===== config.mk =====
export PLATFORM = sky130hd
export DESIGN_NAME = cmd_rx_decoder
export DESIGN_NICKNAME = d
export VERILOG_FILES = /design/src/rtl/cmd_rx_decoder.sv
export SDC_FILE = /design/constraint.sdc
export NUM_CORES = 1
export LEC_CHECK = 0
export ABC_AREA = 1
export BUFFER_PORTS_ARGS = -buffer_cell sky130_fd_sc_hd__buf_2
export CAP_MARGIN = 20
export CORE_MARGIN = 8
export CORE_UTILIZATION = 53
export DETAILED_ROUTE_END_ITERATION = 7
export PLACE_DENSITY = 0.75
export SLEW_MARGIN = 5
export SYNTH_ARGS = -nofsm -noshare
export SYNTH_HDL_FRONTEND = slang
export SYNTH_SLANG_ARGS = --single-unit

===== constraint.sdc =====
create_clock -name clk -period 1.3 [get_ports clk]
set_input_delay 0.13 -clock clk [delete_from_list [all_inputs] [get_ports clk]]
set_output_delay 0.13 -clock clk [all_outputs]
set_load 0.02 [all_outputs]

===== src/rtl/cmd_rx_decoder.sv =====
// UART 8N1 receiver that decodes single-letter servo commands and issues them
// with a one-deep pending slot, a post-issue holdoff and a busy (moving) gate.
module cmd_rx_decoder #(
  parameter int unsigned CLKS_PER_BIT = 234,
  parameter int unsigned HOLDOFF      = 4
) (
  input  logic       clk,
  input  logic       rst_n,
  input  logic       rx,
  input  logic       moving,
  output logic [2:0] state_desired,
  output logic       uart_command_valid,
  output logic [7:0] rx_byte,
  output logic       rx_byte_valid,
  output logic       framing_err,
  output logic       unknown_cmd,
  output logic       cmd_dropped
);

  localparam int unsigned CntW    = $clog2(CLKS_PER_BIT + 1);
  localparam int unsigned HoldW   = $clog2(HOLDOFF + 2);
  localparam int unsigned HalfBit = CLKS_PER_BIT / 2;

  typedef enum logic [2:0] {StIdle, StStart, StData, StStop, StWaitIdle} rx_state_e;

  rx_state_e        state_q;
  logic             rx_meta_q, rx_s_q;
  logic [CntW-1:0]  cnt_q;
  logic [2:0]       bit_idx_q;
  logic [7:0]       shift_q;
  logic [7:0]       rx_byte_q;
  logic             rx_byte_valid_q, framing_err_q;

  logic [2:0]       state_desired_q, pend_q;
  logic             cmd_valid_q, pend_valid_q, unknown_q, drop_q;
  logic [HoldW-1:0] holdoff_q;

  logic [2:0]       dec_code;
  logic             is_term, new_cmd, can_issue;

  always_ff @(posedge clk or negedge rst_n) begin
    if (!rst_n) begin
      rx_meta_q <= 1'b1;
      rx_s_q    <= 1'b1;
    end else begin
      rx_meta_q <= rx;
      rx_s_q    <= rx_meta_q;
    end
  end

  // Receiver FSM; START waits half a bit so DATA/STOP sample mid-bit.
  always_ff @(posedge clk or negedge rst_n) begin
    if (!rst_n) begin
      state_q         <= StIdle;
      cnt_q           <= '0;
      bit_idx_q       <= '0;
      shift_q         <= '0;
      rx_byte_q       <= 8'h00;
      rx_byte_valid_q <= 1'b0;
      framing_err_q   <= 1'b0;
    end else begin
      rx_byte_valid_q <= 1'b0;
      framing_err_q   <= 1'b0;
      unique case (state_q)
        StIdle: begin
          if (!rx_s_q) begin
            state_q   <= StStart;
            cnt_q     <= '0;
            bit_idx_q <= '0;
          end
        end
        StStart: begin
          if (cnt_q == CntW'(HalfBit - 1)) begin
            cnt_q   <= '0;
            state_q <= rx_s_q ? StIdle : StData;
          end else begin
            cnt_q <= cnt_q + 1'b1;
          end
        end
        StData: begin
          if (cnt_q == CntW'(CLKS_PER_BIT - 1)) begin
            cnt_q   <= '0;
            shift_q <= {rx_s_q, shift_q[7:1]};
            if (bit_idx_q == 3'd7) state_q <= StStop;
            else bit_idx_q <= bit_idx_q + 1'b1;
          end else begin
            cnt_q <= cnt_q + 1'b1;
          end
        end
        StStop: begin
          if (cnt_q == CntW'(CLKS_PER_BIT - 1)) begin
            cnt_q <= '0;
            if (rx_s_q) begin
              rx_byte_q       <= shift_q;
              rx_byte_valid_q <= 1'b1;
              state_q         <= StIdle;
            end else begin
              framing_err_q <= 1'b1;
              state_q       <= StWaitIdle;
            end
          end else begin
            cnt_q <= cnt_q + 1'b1;
          end
        end
        StWaitIdle: begin
          if (rx_s_q) state_q <= StIdle;
        end
        default: state_q <= StIdle;
      endcase
    end
  end

  always_comb begin
    dec_code = 3'd0;
    is_term  = 1'b0;
    case (rx_byte_q)
      8'h69, 8'h49: dec_code = 3'd1;
      8'h70, 8'h50: dec_code = 3'd2;
      8'h6C, 8'h4C: dec_code = 3'd3;
      8'h65, 8'h45: dec_code = 3'd4;
      8'h74, 8'h54: dec_code = 3'd5;
      8'h75, 8'h55: dec_code = 3'd6;
      8'h64, 8'h44: dec_code = 3'd7;
      8'h0A, 8'h0D: is_term  = 1'b1;
      default: ;
    endcase
  end

  assign new_cmd   = rx_byte_valid_q && (dec_code != 3'd0);
  // The cmd_valid_q term keeps pulses apart even when HOLDOFF is zero.
  assign can_issue = !moving && (holdoff_q == '0) && !cmd_valid_q;

  always_ff @(posedge clk or negedge rst_n) begin
    if (!rst_n) begin
      state_desired_q <= 3'b001;
      cmd_valid_q     <= 1'b0;
      pend_q          <= 3'd0;
      pend_valid_q    <= 1'b0;
      unknown_q       <= 1'b0;
      drop_q          <= 1'b0;
      holdoff_q       <= '0;
    end else begin
      cmd_valid_q <= 1'b0;
      drop_q      <= 1'b0;
      unknown_q   <= rx_byte_valid_q && (dec_code == 3'd0) && !is_term;
      if (holdoff_q != '0) holdoff_q <= holdoff_q - 1'b1;
      if (pend_valid_q && can_issue) begin
        state_desired_q <= pend_q;
        cmd_valid_q     <= 1'b1;
        holdoff_q       <= HoldW'(HOLDOFF);
        pend_valid_q    <= new_cmd;
        if (new_cmd) pend_q <= dec_code;
      end else if (new_cmd) begin
        if (can_issue) begin
          state_desired_q <= dec_code;
          cmd_valid_q     <= 1'b1;
          holdoff_q       <= HoldW'(HOLDOFF);
        end else begin
          drop_q       <= pend_valid_q;
          pend_q       <= dec_code;
          pend_valid_q <= 1'b1;
        end
      end
    end
  end

  assign state_desired      = state_desired_q;
  assign uart_command_valid = cmd_valid_q;
  assign rx_byte            = rx_byte_q;
  assign rx_byte_valid      = rx_byte_valid_q;
  assign framing_err        = framing_err_q;
  assign unknown_cmd        = unknown_q;
  assign cmd_dropped        = drop_q;

endmodule


==> flow_summary_export.csv, run 1 <==
group,metric,value,unit
floorplan,core.rowCount,24,
clock_tree,htree_levels,2,
detailed_routing,drtIter0Drc,136,
global_route,grt_overflow,0,
floorplan,ios,20,
detailed_routing,drc_errors,0,
setup_path,arrival,1690,ps
timing,slew_headroom,0.794,
placed_design,routabilityCongestion,0.873,
placed_design,place_hpwl,3.60,mm
timing,period_needed,1490,ps
setup_path,r2r_end,"cnt_q[5]",
power,cellLeakagePower,0.00177,uW
global_route,antenna_found_initial,0,
worst_hold_path,whs_endpoint,"uart_command_valid",
power,comb_power_share,0.198,
floorplan,coreArea,4320,sq um
power,p_per_area,919,nW/um^2
logic_synthesis,netlist.area_leader.share,0.464,
logic_synthesis,synthTopCellsByArea,"dfrtp_1 (46%), nand2_1 (11%), nand3_1 (4.9%)",
clock_tree,clk_latency,310,ps
timing,post-route-period-util,1.15,
global_route,grt_max_degree,48,
floorplan,die_x,82.9,um
logic_synthesis,synth_cell_types,31,
power,swShare,0.270,
timing,tns,-5020,ps
detailed_routing,detail_route.wl_per_cell,16.5,um
clock_tree,tritoncts,"built",
detailed_routing,wl,6.95,mm
finish,fin_nets,380,
setup_path,worstRegToRegCells,7,
logic_synthesis,seq_area_frac_synth,0.498,
setup_path,critPathKind,"reg2reg",
placed_design,io_buffers,19,
finish,antennaDiodeCount,0,
timing,fmax,670,MHz
timing,setup_slack,-193,ps
logic_synthesis,syn-cell-area,2370,sq um
worst_hold_path,hp-start,"moving",
power,switching_power,896,uW
finish,drive_gt1_frac,0.549,
global_route,grt_pass1_vias,2202,
power,irDropWorstVdd,0.819,mV
logic_synthesis,synthCells,277,
clock_tree,numClockSinks,47,
setup_path,crit_fanout,5,
setup_path,crit_required,1500,ps
worst_hold_path,hold_path_depth,4,
logic_synthesis,synth.avg_cell_area,8.56,sq um
detailed_routing,avgViaCountPerCell,5.47,
job,max_cap_violations,0,
outcome,violations,"negative setup slack",
logic_synthesis,yosysWarnings,0,
timing,worst_pin_slew,308,ps
timing,setup_viol,42,
finish,area_growth_syn_to_layout,52.0,%
outcome,status,"finished with violations",
global_route,grt_pass1_wl,10.1,mm
logic_synthesis,syn_nets,288,
floorplan,fp.dieH,82.9,um
setup_path,endpoint_kind,"flip-flop",
setup_path,r2r-start,"cnt_q[3]",
logic_synthesis,synth_seq_cells,47,
setup_path,r2r_slack,-190,ps
logic_synthesis,synth_largest_area_cell,"dfrtp_1",
timing,worst_clock_skew,8.90,ps
setup_path,worstSetupStartpointType,"flip-flop",
timing,rsz0062_at_grt,"true",
worst_hold_path,min_path_type,"in2reg",
power,pwr-share-clk,0.330,
detailed_routing,vias,2308,
floorplan,start_util,0.548,
placed_design,place_area,2900,sq um
clock_tree,cts_buffers,5,
global_route,grt_use_total,0.172,
timing,slew_viol_final,0,
clock_tree,cts_max_path_buffers,2,
detailed_routing,ant_nets,0,
power,p_seq_frac,0.471,
clock_tree,clk_pin_slew,90,ps
power,cell_internal_pwr,2420,uW
floorplan,dieArea,6870,sq um
timing,hold_violations,0,
detailed_routing,first_pass_iters,4,
finish,stdcell_area,3600,sq um
clock_tree,root_buffer,"clkbuf_8",
[area by class of cell]
type	count	area (sq um)
Clock inverter	3	43.8
Fill cell	231	719
Tap cell	52	65.1
Timing Repair Buffer	85	646
Inverter	33	150
Multi-Input combinational cell	197	1440
Sequential cell	47	1190
Clock buffer	5	68.8
[critical path, stage by stage (launching register included)]
cell and delay, ps:
dfrtp_1 420, inv_2 80, nor3_2 260, nand2_4 150, nand2_4 120, nand2_4 90
nor2_4 180, nor3_2 70
[synth_stat cells, drive strengths merged]
library cell and n:
nand4 2, clkinv 1, o21bai 1, and3 3, nand3 26, xor2 2, nand2 80, inv 32
nor3 11, o21ai 27, dfrtp 44, nor2 24, dfstp 3, nor4 1, a21oi 10, ha 7
o211a 1, buf 2
[sequential cells by signal, indices dropped and copies added (netlist names), 3 cells and up]
signal / flops
bit_idx_q: 3
state_q: 3
state_desired: 3
cnt_q: 8
pend_q: 3
shift_q: 8
rx_byte: 8
holdoff_q: 3
[cell usage in the layout (no fill, tap or decap), types with 3 or more instances in the layout]
cell,synthesis,final
nand2_1,72,53
buf_4,0,53
dfrtp_1,44,37
buf_2,1,19
inv_1,29,18
nor2_1,21,14
nand2_2,7,14
nand3_2,2,13
nand3_1,23,12
nand2_4,1,11
o21ai_2,6,10
buf_6,1,10
inv_2,3,9
o21ai_1,4,9
nor3_2,1,8
dfrtp_2,0,7
nor2_4,1,6
a21oi_1,7,6
o21ai_0,17,5
clkbuf_8,0,5
nor2_2,2,4
a21oi_2,3,4
nor3_4,2,3
o21ai_4,0,3
and3_1,3,3
nand2_8,0,3
ha_4,0,3
dfstp_2,3,3
[per-layer routing]
metal  global-route usage  part of all wire  vias up  wire length (um)
met1                0.198              0.39     1122              2730
met5                    0                 0        -                 0
li1                     -                 -     1088                 -
met4               0.0543             0.038        0               263
met2                0.301              0.51       72              3570
met3               0.0439             0.056       26               391
[cells by family (layout without fill, tap and decap cells)]
logic type,Yosys count,after routing,synth area share
fa+ha+maj,7,7,0.0369
flops,47,47,0.498
xor+xnor,2,2,0.00739
compound gates,39,39,0.101
buf+inv,35,126,0.0612
simple gates,147,149,0.296
[metrics by stage]
step / power [uW] / utilization / setup WS (ps) / cells / hold WS [ps]
2_1_floorplan: 1880 / - / -79.0 / 277 / -166
3_3_place_gp: 2030 / 0.670 / -178 / 389 / 128
3_5_place_dp: 2060 / 0.670 / -213 / 389 / 131
4_1_cts: 3250 / 0.762 / -146 / 413 / 200
5_1_grt: 3470 / 0.834 / -298 / 422 / 213
6_report: 3310 / 0.834 / -193 / 422 / 211
[worst max path at each step]
stage | startpoint | to | depth (start not counted)
floorplan | holdoff_q[1] | state_desired[2] | 10
global placement | holdoff_q[1] | state_desired[2] | 10
detailed placement | holdoff_q[1] | state_desired[2] | 10
CTS | holdoff_q[0] | state_desired[2] | 10
global route | cnt_q[3] | rx_byte[4] | 7
finish | cnt_q[3] | cnt_q[5] | 7
[power by group through the flow]
stage               Clock, uW  Sequential, uW  Combinational, uW
detailed placement          0            1580                482
finish                   1090            1560                657
CTS                      1100            1560                592
global route             1170            1560                734
floorplan                   0            1580                297
global placement            0            1580                452
[repair_timing]
item,CTS,global route
setup endpoints to repair,43,44
endpoints found under the hold margin,45,0
pin swaps,24,25
hold buffers,2,0
buffers inserted,12,10
gates resized for setup,47,62
cloned,2,0
Power figures use the tool's default switching activity.
==> inputs of run 2 (changes only) <==
--- a/config.mk
+++ b/config.mk
@@ -7,11 +7,12 @@
 export LEC_CHECK = 0
 export ABC_AREA = 1
 export BUFFER_PORTS_ARGS = -buffer_cell sky130_fd_sc_hd__buf_2
-export CAP_MARGIN = 20
+export CAP_MARGIN = 15
 export CORE_MARGIN = 8
 export CORE_UTILIZATION = 53
 export DETAILED_ROUTE_END_ITERATION = 7
 export PLACE_DENSITY = 0.75
+export REMOVE_ABC_BUFFERS = 1
 export SLEW_MARGIN = 5
 export SYNTH_ARGS = -nofsm -noshare
 export SYNTH_HDL_FRONTEND = slang
==> flow_summary_export.csv, run 2 (synthesized netlist as in run 1, its figures left out) <==
group,metric,value,unit
timing,worst_clock_skew,9.38,ps
power,p_per_area,897,nW/um^2
timing,fmax,651,MHz
global_route,grt_overflow,0,
finish,fillCellCount,239,
clock_tree,cts_buffers,5,
power,cellLeakagePower,0.00178,uW
detailed_routing,first_pass_iters,4,
clock_tree,root_buffer,"clkbuf_8",
detailed_routing,vias,2278,
floorplan,ios,20,
worst_hold_path,min_path_type,"in2async",
setup_path,worstSetupStartpointType,"flip-flop",
detailed_routing,drc_errors,0,
detailed_routing,ant_nets,0,
finish,drive_gt1_frac,0.547,
detailed_routing,wl,6.79,mm
setup_path,path_cells,"inv_2, ha_4, nand2_4, nor2_4, nand2_4, nor3_4, nand2_1, o21ai_1",
setup_path,endpoint_kind,"flip-flop",
setup_path,worst_path_max_delay_cell,"dfrtp_1",
global_route,grt_max_degree,18,
outcome,violations,"negative setup slack",
outcome,status,"finished with violations",
floorplan,dieArea,6870,sq um
global_route,grt_pass1_wl,9.91,mm
finish,fin_nets,374,
setup_path,path_common_cell,"nand2_4",
finish,final_cell_mix,"buf_4 (48), nand2_1 (45), dfrtp_1 (41), nand2_2 (23), buf_2 (19)",
global_route,grt_pass1_vias,2188,
floorplan,die_x,82.9,um
timing,slew_headroom,0.706,
timing,tns,-5390,ps
timing,post-route-period-util,1.18,
detailed_routing,detail_route.wl_per_cell,16.3,um
global_route,grt_use_total,0.171,
clock_tree,clk_pin_slew,90,ps
placed_design,routabilityCongestion,0.886,
setup_path,crit_required,1540,ps
finish,antennaDiodeCount,0,
timing,period_needed,1540,ps
setup_path,crit_fanout,5,
timing,rsz0062_at_grt,"true",
floorplan,coreArea,4320,sq um
timing,hold_violations,0,
finish,final_util,0.828,
timing,worst_pin_slew,441,ps
placed_design,io_buffers,19,
timing,slew_viol_final,0,
floorplan,core.rowCount,24,
floorplan,fp.dieH,82.9,um
power,irDropWorstVdd,0.614,mV
timing,setup_slack,-236,ps
detailed_routing,avgViaCountPerCell,5.48,
clock_tree,htree_levels,2,
setup_path,max_stage_delay,390,ps
clock_tree,tritoncts,"built",
setup_path,arrival,1770,ps
finish,area_growth_syn_to_layout,51.0,%
clock_tree,cts_max_path_buffers,2,
placed_design,place_hpwl,3.72,mm
clock_tree,clk_latency,310,ps
setup_path,critPathKind,"reg2reg",
timing,setup_viol,42,
global_route,antenna_found_initial,0,
finish,layout_commonest_cell,"buf_4",
detailed_routing,drtIter0Drc,147,
floorplan,start_util,0.548,
job,max_cap_violations,0,
clock_tree,numClockSinks,47,
## run 2: final timing paths
kind	start	slack, ps	cells after the start	end
max	cnt_q[1]	-240	8	rx_byte[7]
max in group asynchronous	rst_n	500	3	state_desired[0]
min	rst_n	290	2	shift_q[2]
min reg2reg	rx_meta_q	370	0	rx_s_q
max reg2reg	cnt_q[1]	-240	8	rx_byte[7]
min in group clk	moving	290	5	holdoff_q[2]
## run 2: per-stage QoR
stage	area [sq um]	setup slack (ps)	total power, uW	hold WS [ps]	std cells
detailed placement	2900	-162	2010	87.9	394
global placement	2900	-109	1980	88.0	394
floorplan	2350	-132	1810	-166	275
finish	3580	-236	3210	289	416
CTS	3360	-138	3180	295	412
global route	3580	-324	3370	329	416
## run 2: area by class of cell
class	instances	area, sq um	share of cell area
flip-flops and latches	47	1180	0.331
inverters	33	146	0.0409
well taps	52	65.1	0.0182
repair buffers	79	614	0.172
clock buffers	5	68.8	0.0192
multi-input cells	197	1460	0.407
clock inverters	3	43.8	0.0122
## run 2: timing repair
| item | CTS | global route |
|---|---|---|
| gates resized for setup | 70 | 61 |
| endpoints found under the hold margin | 14 | 0 |
| gates cloned | 1 | 1 |
| pin swaps | 30 | 33 |
| setup endpoints to repair | 43 | 45 |
| setup buffers | 9 | 5 |
| hold buffers | 2 | 0 |
## run 2: power breakdown
part	total (uW)	internal, uW	switching [uW]
registers	1550	1520	28.7
logic	578	272	306
clock network	1080	573	509
## run 2: routing by layer
layer / share of wire / track usage / routed length, um
met5: 0 / 0 / 0
met1: 0.40 / 0.194 / 2730
met4: 0.031 / 0.0719 / 210
met2: 0.52 / 0.295 / 3540
met3: 0.046 / 0.0439 / 311
## run 2: worst max-delay path: cells and delay by family, from the launching register on
kind            cells  cell delay (ps)
simple gates        5              720
flops               1              390
fa+ha+maj           1              150
buf+inv             1              100
compound gates      1              100
==> inputs of run 3 (changes only) <==
--- a/config.mk
+++ b/config.mk
@@ -10,8 +10,9 @@
 export CAP_MARGIN = 15
 export CORE_MARGIN = 8
 export CORE_UTILIZATION = 53
+export CTS_CLUSTER_DIAMETER = 100
 export DETAILED_ROUTE_END_ITERATION = 7
-export PLACE_DENSITY = 0.75
+export PLACE_DENSITY = 0.82
 export REMOVE_ABC_BUFFERS = 1
 export SLEW_MARGIN = 5
 export SYNTH_ARGS = -nofsm -noshare
==> flow_summary_export.csv, run 3 (synthesized netlist as in run 1, its figures left out) <==
group,metric,value,unit
detailed_routing,vias,2327,
timing,setup_viol,43,
clock_tree,clk_pin_slew,100,ps
setup_path,worstSetupStartpointType,"flip-flop",
clock_tree,htree_levels,2,
finish,drive_gt1_frac,0.532,
clock_tree,cts_max_path_buffers,2,
detailed_routing,first_pass_iters,5,
timing,rsz0062_at_grt,"true",
detailed_routing,detail_route.wl_per_cell,17.4,um
finish,stdcell_area,3590,sq um
clock_tree,clk_latency,320,ps
finish,layout_commonest_cell,"nand2_1",
clock_tree,cts_buffers,5,
floorplan,die_x,82.9,um
global_route,grt_overflow,0,
detailed_routing,ant_nets,0,
finish,fin_nets,375,
setup_path,critPathKind,"reg2reg",
detailed_routing,drtIter0Drc,206,
finish,fillCellCount,213,
timing,fmax,651,MHz
timing,setup_slack,-236,ps
outcome,violations,"negative setup slack",
finish,antennaDiodeCount,0,
power,irDropWorstVdd,0.876,mV
global_route,antenna_found_initial,0,
power,p_per_area,951,nW/um^2
setup_path,endpoint_kind,"flip-flop",
floorplan,start_util,0.548,
clock_tree,root_buffer,"clkbuf_8",
floorplan,dieArea,6870,sq um
global_route,grt_pass1_wl,9.49,mm
outcome,status,"finished with violations",
setup_path,arrival,1810,ps
worst_hold_path,min_path_type,"in2async",
setup_path,crit_required,1570,ps
floorplan,core.rowCount,24,
timing,period_needed,1540,ps
setup_path,crit_fanout,4,
power,cellLeakagePower,0.00179,uW
finish,finalNonFillerCells,417,
placed_design,pre_cts_ws,-258,ps
global_route,grt_pass1_vias,2094,
placed_design,io_buffers,19,
floorplan,ios,20,
timing,worst_clock_skew,17.4,ps
global_route,grt_max_degree,48,
clock_tree,numClockSinks,47,
timing,timing.hold.ws,309,ps
detailed_routing,wl,7.27,mm
timing,slew_viol_final,0,
timing,worst_pin_slew,344,ps
clock_tree,tritoncts,"built",
timing,slew_headroom,0.771,
timing,hold_violations,0,
placed_design,place_hpwl,3.54,mm
detailed_routing,avgViaCountPerCell,5.58,
placed_design,dpl.cell_count,388,
floorplan,fp.dieH,82.9,um
job,max_cap_violations,0,
finish,area_growth_syn_to_layout,51.5,%
timing,post-route-period-util,1.18,
global_route,grt_use_total,0.163,
setup_path,r2r_slack,-240,ps
timing,tns,-6080,ps
floorplan,coreArea,4320,sq um
finish,final_cell_mix,"nand2_1 (52), buf_4 (50), dfrtp_1 (39), inv_1 (20), buf_2 (19)",
detailed_routing,drc_errors,0,
placed_design,routabilityCongestion,0.841,
placed_design,place_area,2860,sq um
[run 3: final timing paths]
path / from / cells after the start / end
worst max register to register: holdoff_q[1] / 10 / state_desired[0]
max in group asynchronous: rst_n / 3 / rx_meta_q
min in group clk: moving / 5 / uart_command_valid
worst min register to register: rx_meta_q / 0 / rx_s_q
worst min-delay path: rst_n / 3 / rx_byte[2]
worst max-delay path: holdoff_q[1] / 10 / state_desired[0]
[run 3: area by class of cell]
class | instances | area [sq um] | share of cell area
multi-input combinational | 197 | 1460 | 0.408
sequential | 47 | 1190 | 0.330
timing repair buffer | 80 | 618 | 0.172
inverter | 33 | 144 | 0.0401
clock buffer | 5 | 68.8 | 0.0192
tap | 52 | 65.1 | 0.0181
clock inverter | 3 | 46.3 | 0.0129
[run 3: layer usage]
layer	vias to the layer above	part of all wire	track usage
met3	21	0.060	0.0479
met5	-	0	0
met2	101	0.53	0.267
met4	0	0.030	0.0623
li1	1078	-	-
met1	1127	0.38	0.197
[run 3: report_power, final]
group / switching [uW] / internal (uW) / total [uW]
clock: 546 / 580 / 1130
sequential: 35.6 / 1520 / 1560
combinational: 380 / 353 / 733
total: 961 / 2460 / 3420
[run 3: metrics by stage]
stage	total power, uW	utilization
floorplan	1810	-
global placement	1980	0.660
detailed placement	2010	0.660
CTS	3260	0.753
global route	3570	0.831
finish	3420	0.831
[run 3: worst max-delay path, cell delays in order, from the launching register on]
cell	delay [ps]
dfrtp_1	410
inv_2	90
ha_4	150
nand2_4	50
nor3_4	220
nand2_2	130
inv_2	110
nand2_1	60
nand2_1	100
nand2_2	70
nand2_1	60
[run 3: what timing repair did]
| action | 4_1_cts | 5_1_grt |
|---|---|---|
| pin swaps | 16 | 32 |
| cloned | 1 | 1 |
| setup buffers | 8 | 10 |
| hold endpoints to repair | 45 | 0 |
| gates resized for setup | 57 | 69 |
| setup endpoints to repair | 43 | 44 |
| hold buffers | 2 | 0 |
